[src/rtl/dm_sba_ctrl_pkg.sv]
// Shared types, error codes and lane helpers for the debug-module system bus access sequencer.
package dm_sba_ctrl_pkg;

    typedef enum logic [1:0] {
        IDLE = 2'd0,
        REQ  = 2'd1,
        WAIT = 2'd2
    } sba_state_e;

    localparam logic [2:0] SBERR_NONE    = 3'd0;
    localparam logic [2:0] SBERR_TIMEOUT = 3'd1;
    localparam logic [2:0] SBERR_BADADDR = 3'd2;
    localparam logic [2:0] SBERR_ALIGN   = 3'd3;
    localparam logic [2:0] SBERR_SIZE    = 3'd4;

    // Byte enables for a write of the given size, placed at the byte offset.
    function automatic logic [3:0] sba_be(input logic [2:0] size, input logic [1:0] off);
        logic [3:0] base;
        case (size)
            3'd0:    base = 4'b0001;
            3'd1:    base = 4'b0011;
            default: base = 4'b1111;
        endcase
        return base << off;
    endfunction

    function automatic logic sba_align_ok(input logic [2:0] size, input logic [1:0] addr);
        case (size)
            3'd1:    return !addr[0];
            3'd2:    return addr == 2'b00;
            default: return 1'b1;
        endcase
    endfunction

endpackage

[src/rtl/dm_sba_ctrl_timeout.sv]
// Cycle counter for bus-access timeouts: cleared while idle, counts while busy.
module dm_sba_timeout #(
    parameter int unsigned LIMIT = 256
) (
    input  logic clk,
    input  logic rst,
    input  logic clear,
    input  logic enable,
    output logic expired
);
    localparam int W = (LIMIT < 2) ? 1 : $clog2(LIMIT);

    logic [W-1:0] count;

    always_ff @(posedge clk or posedge rst) begin
        if (rst) begin
            count <= '0;
        end else if (clear) begin
            count <= '0;
        end else if (enable) begin
            count <= count + 1'b1;
        end
    end

    // Fires in the last counted cycle so the access has been busy for exactly LIMIT cycles.
    assign expired = enable && (count == W'(LIMIT - 1));

endmodule

[src/rtl/dm_sba_ctrl.sv]
// System bus access sequencer: one sized access at a time over a req/gnt/rvalid master port.
module dm_sba_ctrl
    import dm_sba_ctrl_pkg::*;
#(
    parameter int unsigned TIMEOUT_CYCLES = 256
) (
    input  logic        clk_i,
    input  logic        rst_i,
    input  logic [31:0] sbaddress_i,
    input  logic [31:0] sbdata_i,
    input  logic [2:0]  sbaccess_i,
    input  logic        sbautoincrement_i,
    input  logic        sbreadonaddr_i,
    input  logic        sbreadondata_i,
    input  logic        sbaddress_write_valid_i,
    input  logic        sbdata_read_valid_i,
    input  logic        sbdata_write_valid_i,
    output logic        sbbusy_o,
    output logic [2:0]  sberror_o,
    output logic        sberror_valid_o,
    output logic [31:0] sbdata_o,
    output logic        sbdata_valid_o,
    output logic [31:0] sbaddress_o,
    output logic        sbaddress_update_o,
    output logic        req_o,
    output logic        we_o,
    output logic [31:0] addr_o,
    output logic [31:0] wdata_o,
    output logic [3:0]  be_o,
    input  logic        gnt_i,
    input  logic        rvalid_i,
    input  logic        err_i,
    input  logic [31:0] rdata_i,
    output logic [1:0]  dbg_state
);
    // Bus protocol: req_o stays high with stable addr/we/wdata/be until gnt_i is
    // sampled high; exactly one rvalid_i response follows in a later cycle.

    sba_state_e  state;
    logic [31:0] op_addr;
    logic [1:0]  op_size;
    logic        op_write;
    logic        op_inc;
    logic        trigger;
    logic        expired;
    logic [31:0] rd_shift;
    logic [31:0] rd_data;

    assign trigger = sbdata_write_valid_i
                   || (sbaddress_write_valid_i && sbreadonaddr_i)
                   || (sbdata_read_valid_i && sbreadondata_i);
    assign sbbusy_o  = (state != IDLE);
    assign dbg_state = state;

    assign rd_shift = rdata_i >> {op_addr[1:0], 3'b000};
    always_comb begin
        rd_data = rd_shift;
        case (op_size)
            2'd0:    rd_data = {24'h0, rd_shift[7:0]};
            2'd1:    rd_data = {16'h0, rd_shift[15:0]};
            default: rd_data = rd_shift;
        endcase
    end

    dm_sba_timeout #(.LIMIT(TIMEOUT_CYCLES)) u_timeout (
        .clk     (clk_i),
        .rst     (rst_i),
        .clear   (state == IDLE),
        .enable  (state != IDLE),
        .expired (expired)
    );

    always_ff @(posedge clk_i or posedge rst_i) begin
        if (rst_i) begin
            state              <= IDLE;
            op_addr            <= '0;
            op_size            <= '0;
            op_write           <= 1'b0;
            op_inc             <= 1'b0;
            sberror_o          <= SBERR_NONE;
            sberror_valid_o    <= 1'b0;
            sbdata_o           <= '0;
            sbdata_valid_o     <= 1'b0;
            sbaddress_o        <= '0;
            sbaddress_update_o <= 1'b0;
            req_o              <= 1'b0;
            we_o               <= 1'b0;
            addr_o             <= '0;
            wdata_o            <= '0;
            be_o               <= '0;
        end else begin
            sberror_valid_o    <= 1'b0;
            sbdata_valid_o     <= 1'b0;
            sbaddress_update_o <= 1'b0;
            case (state)
                IDLE: begin
                    if (trigger) begin
                        if (sbaccess_i > 3'd2) begin
                            sberror_o       <= SBERR_SIZE;
                            sberror_valid_o <= 1'b1;
                        end else if (!sba_align_ok(sbaccess_i, sbaddress_i[1:0])) begin
                            sberror_o       <= SBERR_ALIGN;
                            sberror_valid_o <= 1'b1;
                        end else begin
                            state    <= REQ;
                            op_addr  <= sbaddress_i;
                            op_size  <= sbaccess_i[1:0];
                            op_write <= sbdata_write_valid_i;
                            op_inc   <= sbautoincrement_i;
                            req_o    <= 1'b1;
                            we_o     <= sbdata_write_valid_i;
                            addr_o   <= {sbaddress_i[31:2], 2'b00};
                            wdata_o  <= sbdata_i << {sbaddress_i[1:0], 3'b000};
                            be_o     <= sbdata_write_valid_i ?
                                        sba_be(sbaccess_i, sbaddress_i[1:0]) : 4'b1111;
                        end
                    end
                end
                REQ: begin
                    if (expired) begin
                        state           <= IDLE;
                        req_o           <= 1'b0;
                        sberror_o       <= SBERR_TIMEOUT;
                        sberror_valid_o <= 1'b1;
                    end else if (gnt_i) begin
                        state <= WAIT;
                        req_o <= 1'b0;
                    end
                end
                WAIT: begin
                    // A response in the final timeout cycle still counts as arrived.
                    if (rvalid_i) begin
                        state <= IDLE;
                        if (err_i) begin
                            sberror_o       <= SBERR_BADADDR;
                            sberror_valid_o <= 1'b1;
                        end else begin
                            if (!op_write) begin
                                sbdata_o       <= rd_data;
                                sbdata_valid_o <= 1'b1;
                            end
                            if (op_inc) begin
                                sbaddress_o        <= op_addr + (32'd1 << op_size);
                                sbaddress_update_o <= 1'b1;
                            end
                        end
                    end else if (expired) begin
                        state           <= IDLE;
                        sberror_o       <= SBERR_TIMEOUT;
                        sberror_valid_o <= 1'b1;
                    end
                end
                default: state <= IDLE;
            endcase
        end
    end

endmodule

[config.mk]
export PLATFORM = sky130hd
export DESIGN_NAME = dm_sba_ctrl
export DESIGN_NICKNAME = d
export VERILOG_FILES = /design/src/rtl/dm_sba_ctrl_pkg.sv /design/src/rtl/dm_sba_ctrl_timeout.sv /design/src/rtl/dm_sba_ctrl.sv
export SDC_FILE = /design/constraint.sdc
export NUM_CORES = 1
export LEC_CHECK = 0
export ABC_AREA = 0
export CORE_MARGIN = 4
export CORE_UTILIZATION = 47
export DETAILED_ROUTE_END_ITERATION = 7
export PLACE_DENSITY = 0.81
export SLEW_MARGIN = 30
export SYNTH_ARGS = -nofsm -noshare
export SYNTH_HDL_FRONTEND = slang
export SYNTH_SLANG_ARGS = --single-unit
export TNS_END_PERCENT = 5
[constraint.sdc]
create_clock -name clk_i -period 6.56 [get_ports clk_i]
set_clock_uncertainty 0.2 [all_clocks]
set_input_delay 1.312 -clock clk_i [delete_from_list [all_inputs] [get_ports clk_i]]
set_output_delay 1.312 -clock clk_i [all_outputs]
set_load 0.01 [all_outputs]
==> impl_metrics.py <==
metrics = {
    "detailed_routing": {
        "num_vias": 6665,
        "ant_nets": 0,
        "avgViaCountPerCell": 5.40,
        "wirelength_um": 21600,
        "dr.first_iter.drc_count": 422,
        "drc": 0,
        "dr.pass1.iters": 7,
        "wl_per_cell_um": 17.5,
    },
    "synth": {
        "synth_mux_area_share_pct": 11.9,
        "syn-instance-count": 808,
        "synth_top_family_by_area": "simple AND/OR/NAND/NOR gates",
        "synth_xor_area_share_pct": 2.64,
        "synth_edf_count": 0,
        "synth_area_mm2": 0.00795,
        "postSynthAreaPerCell_um2": 9.84,
        "ys_seq_elements": 153,
        "synthAdderAreaFrac_pct": 1.57,
        "synthFlopType": "dfrtp_1",
        "synth-simple-area-share_pct": 15.4,
        "synth_cell_types": 55,
        "synth_compound_area_share_pct": 14.0,
        "synth_warnings": 0,
        "yosysSeqAreaShare_pct": 48.2,
        "async_flop_share_pct": 100,
    },
    "clock_network": {
        "htree_num_levels": 4,
        "clkTransAtPathRegs_ns": 0.06,
        "clockBufferDepth": 2,
        "cts.sinks": 153,
        "cts_tree": "yes",
        "cts_resized": 0,
        "clk_latency_ns": 0.42,
        "numCtsBuffers": 17,
        "ctsHoldBuffers": 0,
        "clockRootBuffer": "clkbuf_16",
        "cts_setup_buffers": 0,
    },
    "setup_path": {
        "worstSetupStartpointType": "register",
        "reg2regPathDepth": 8,
        "critPathCapture": "sbbusy_o",
        "criticalPathCategory": "register to output port",
        "timing.rr.end": "sbaddress_o[30]",
        "cp.required_ns": 5.05,
        "reg2reg_setup_slack_ns": 3.51,
        "endpoint_kind": "output port",
        "r2r-start": "op_addr[1]",
        "cp_max_fo": 15,
        "startpoint": "dbg_state[1]",
        "worst_ep_arrival_time_ns": 2.25,
    },
    "final_layout": {
        "layout_commonest_cell": "clkdlybuf4s50_1",
        "instances_no_fill": 1234,
        "layout-drive-gt1-share_pct": 10.2,
        "finalInstanceArea_mm2": 0.0110,
        "antenna_cells": 0,
        "layout.nets": 1121,
        "final_cell_mix": "248 x clkdlybuf4s50_1, 152 x dfrtp_1, 114 x nand2_1, 61 x o21ai_0, 54 x mux2_2",
        "syn_to_final_growth_pct": 38.3,
    },
    "power": {
        "p_per_area_mw_per_mm2": 465,
        "power_w": 0.00511,
        "ir_drop_mv": 0.222,
        "p_leak_nw": 4.61,
    },
    "job": {
        "cap_violations": 0,
    },
    "floorplanning": {
        "row_count": 47,
        "die_h_um": 138,
        "core_mm2": 0.0166,
        "dieWidth_um": 138,
        "initial_core_util_pct": 47.9,
        "die_area_mm2": 0.0191,
        "ios": 253,
    },
    "global_route": {
        "grt_max_degree": 103,
        "grt_pass1_vias": 6426,
        "met3_usage_pct": 5.66,
        "grt_pass1_wl_um": 34500,
        "antenna_found_initial": 0,
        "grt_overflow": 0,
        "use_met1_pct": 28.8,
        "gr-usage-all-layers_pct": 22.2,
        "busiest_layer": "met2",
        "met2_usage_pct": 35.5,
    },
    "timing": {
        "rsz0062_at_grt": "no",
        "clock.fmax_mhz": 266,
        "slew_headroom_pct": 44.9,
        "final_max_slew_viol_count": 0,
        "setup_tns_ns": 0,
        "min_period_ns": 3.77,
        "finalCritPeriodShare_pct": 57.4,
        "setup_viol": 0,
        "hold_viol_final": 0,
        "worst_pin_slew_ns": 0.826,
        "hold_ws_ns": 0.276,
    },
    "hold_path": {
        "whs_path_depth": 2,
        "hold_class": "register to register",
    },
    "status": {
        "status": "completed",
    },
    "placed_design": {
        "hpwl_um": 15600,
        "dpl_cell_area_mm2": 0.0104,
        "dp.cells": 1202,
        "io_buffers": 250,
        "gp_congestion": 0.865,
    },
}
-- worst min path at each step --
stage | startpoint | to | slack, ns
2_1_floorplan | u_timeout.count[0] | u_timeout.count[0] | 0.24
3_3_place_gp | sbdata_o[21] | sbdata_o[21] | 0.26
3_5_place_dp | wdata_o[9] | wdata_o[9] | 0.27
4_1_cts | wdata_o[9] | wdata_o[9] | 0.28
5_1_grt | wdata_o[9] | wdata_o[9] | 0.29
6_report | wdata_o[9] | wdata_o[9] | 0.28
-- synthesized netlist by cell type, types with 3 or more instances --
cell type	instances	area (um^2)
and2_1	6	37.5
mux2_2	54	608
o31ai_1	21	158
ha_1	10	125
xnor2_1	17	149
nand4_1	5	31.3
or4_1	8	60.1
nand2b_1	6	37.5
buf_4	32	240
clkbuf_1	42	158
nand2_1	114	428
nor2_1	41	154
a21o_1	6	45.0
nor3_1	8	40.0
or3_1	6	37.5
a211oi_1	19	143
mux2i_1	34	340
o21ai_0	61	305
a31oi_1	11	68.8
o211ai_1	4	30.0
nor2b_1	22	138
nor4_1	5	31.3
a22o_1	8	70.1
and4_1	3	26.3
dfrtp_1	153	3830
inv_1	14	52.6
and3_1	9	56.3
buf_1	8	30.0
a21oi_1	31	155
xor2_1	7	61.3
nand3_1	15	75.1
-- critical path, stage by stage, from the launching register on --
cell and delay (ns):
dfrtp_1 0.43, inv_1 0.14, ha_1 0.50, inv_1 0.22, clkdlybuf4s50_1 0.54
-- state kept, by name, summed over array words and instances, names as in the netlist --
signal              cells
dbg_state               2
op_addr                32
req_o                   1
sbdata_valid_o          1
u_timeout.count         8
be_o                    4
wdata_o                32
op_size                 2
sberror_o               3
op_inc                  1
sbdata_o               32
sbaddress_update_o      1
sberror_valid_o         1
sbaddress_o            32
op_write                1
-- cells by family after synthesis --
family / count (synthesis)
other: 1
AO/OA/AOI/OAI: 177
buffers and inverters: 98
adder cells (fa/ha/maj): 10
flip-flops: 153
XOR/XNOR: 24
multiplexers: 88
AND/OR/NAND/NOR: 257
-- metal layers --
metal  routed length [um]  share of wire [%]
met1                 9210                 43
met2                10300                 48
met3                 1400                6.5
met4                  716                3.3
met5                    0                  0
-- per-stage QoR --
step | setup slack, ns | util, %
after floorplan | 0.927 | -
after global placement | 2.66 | 62.3
after detailed placement | 2.58 | 62.5
after CTS | 2.80 | 66.3
after global routing | 2.68 | 66.3
final | 2.79 | 66.3
-- report_power, final --
part	total (W)	switching, W	internal [W]
Clock	0.00104	0.000388	0.000655
Combinational	0.00230	0.00104	0.00126
Sequential	0.00177	0.000391	0.00138
-- final cells by class --
type / instances / area [um^2]
Fill cell: 1301 / 5590
Sequential cell: 153 / 3830
Multi-Input combinational cell: 558 / 3640
Timing Repair Buffer: 256 / 2550
Clock buffer: 20 / 457
Tap cell: 220 / 275
Clock inverter: 12 / 173
Inverter: 15 / 63.8
(Power assumes the default switching activity.)
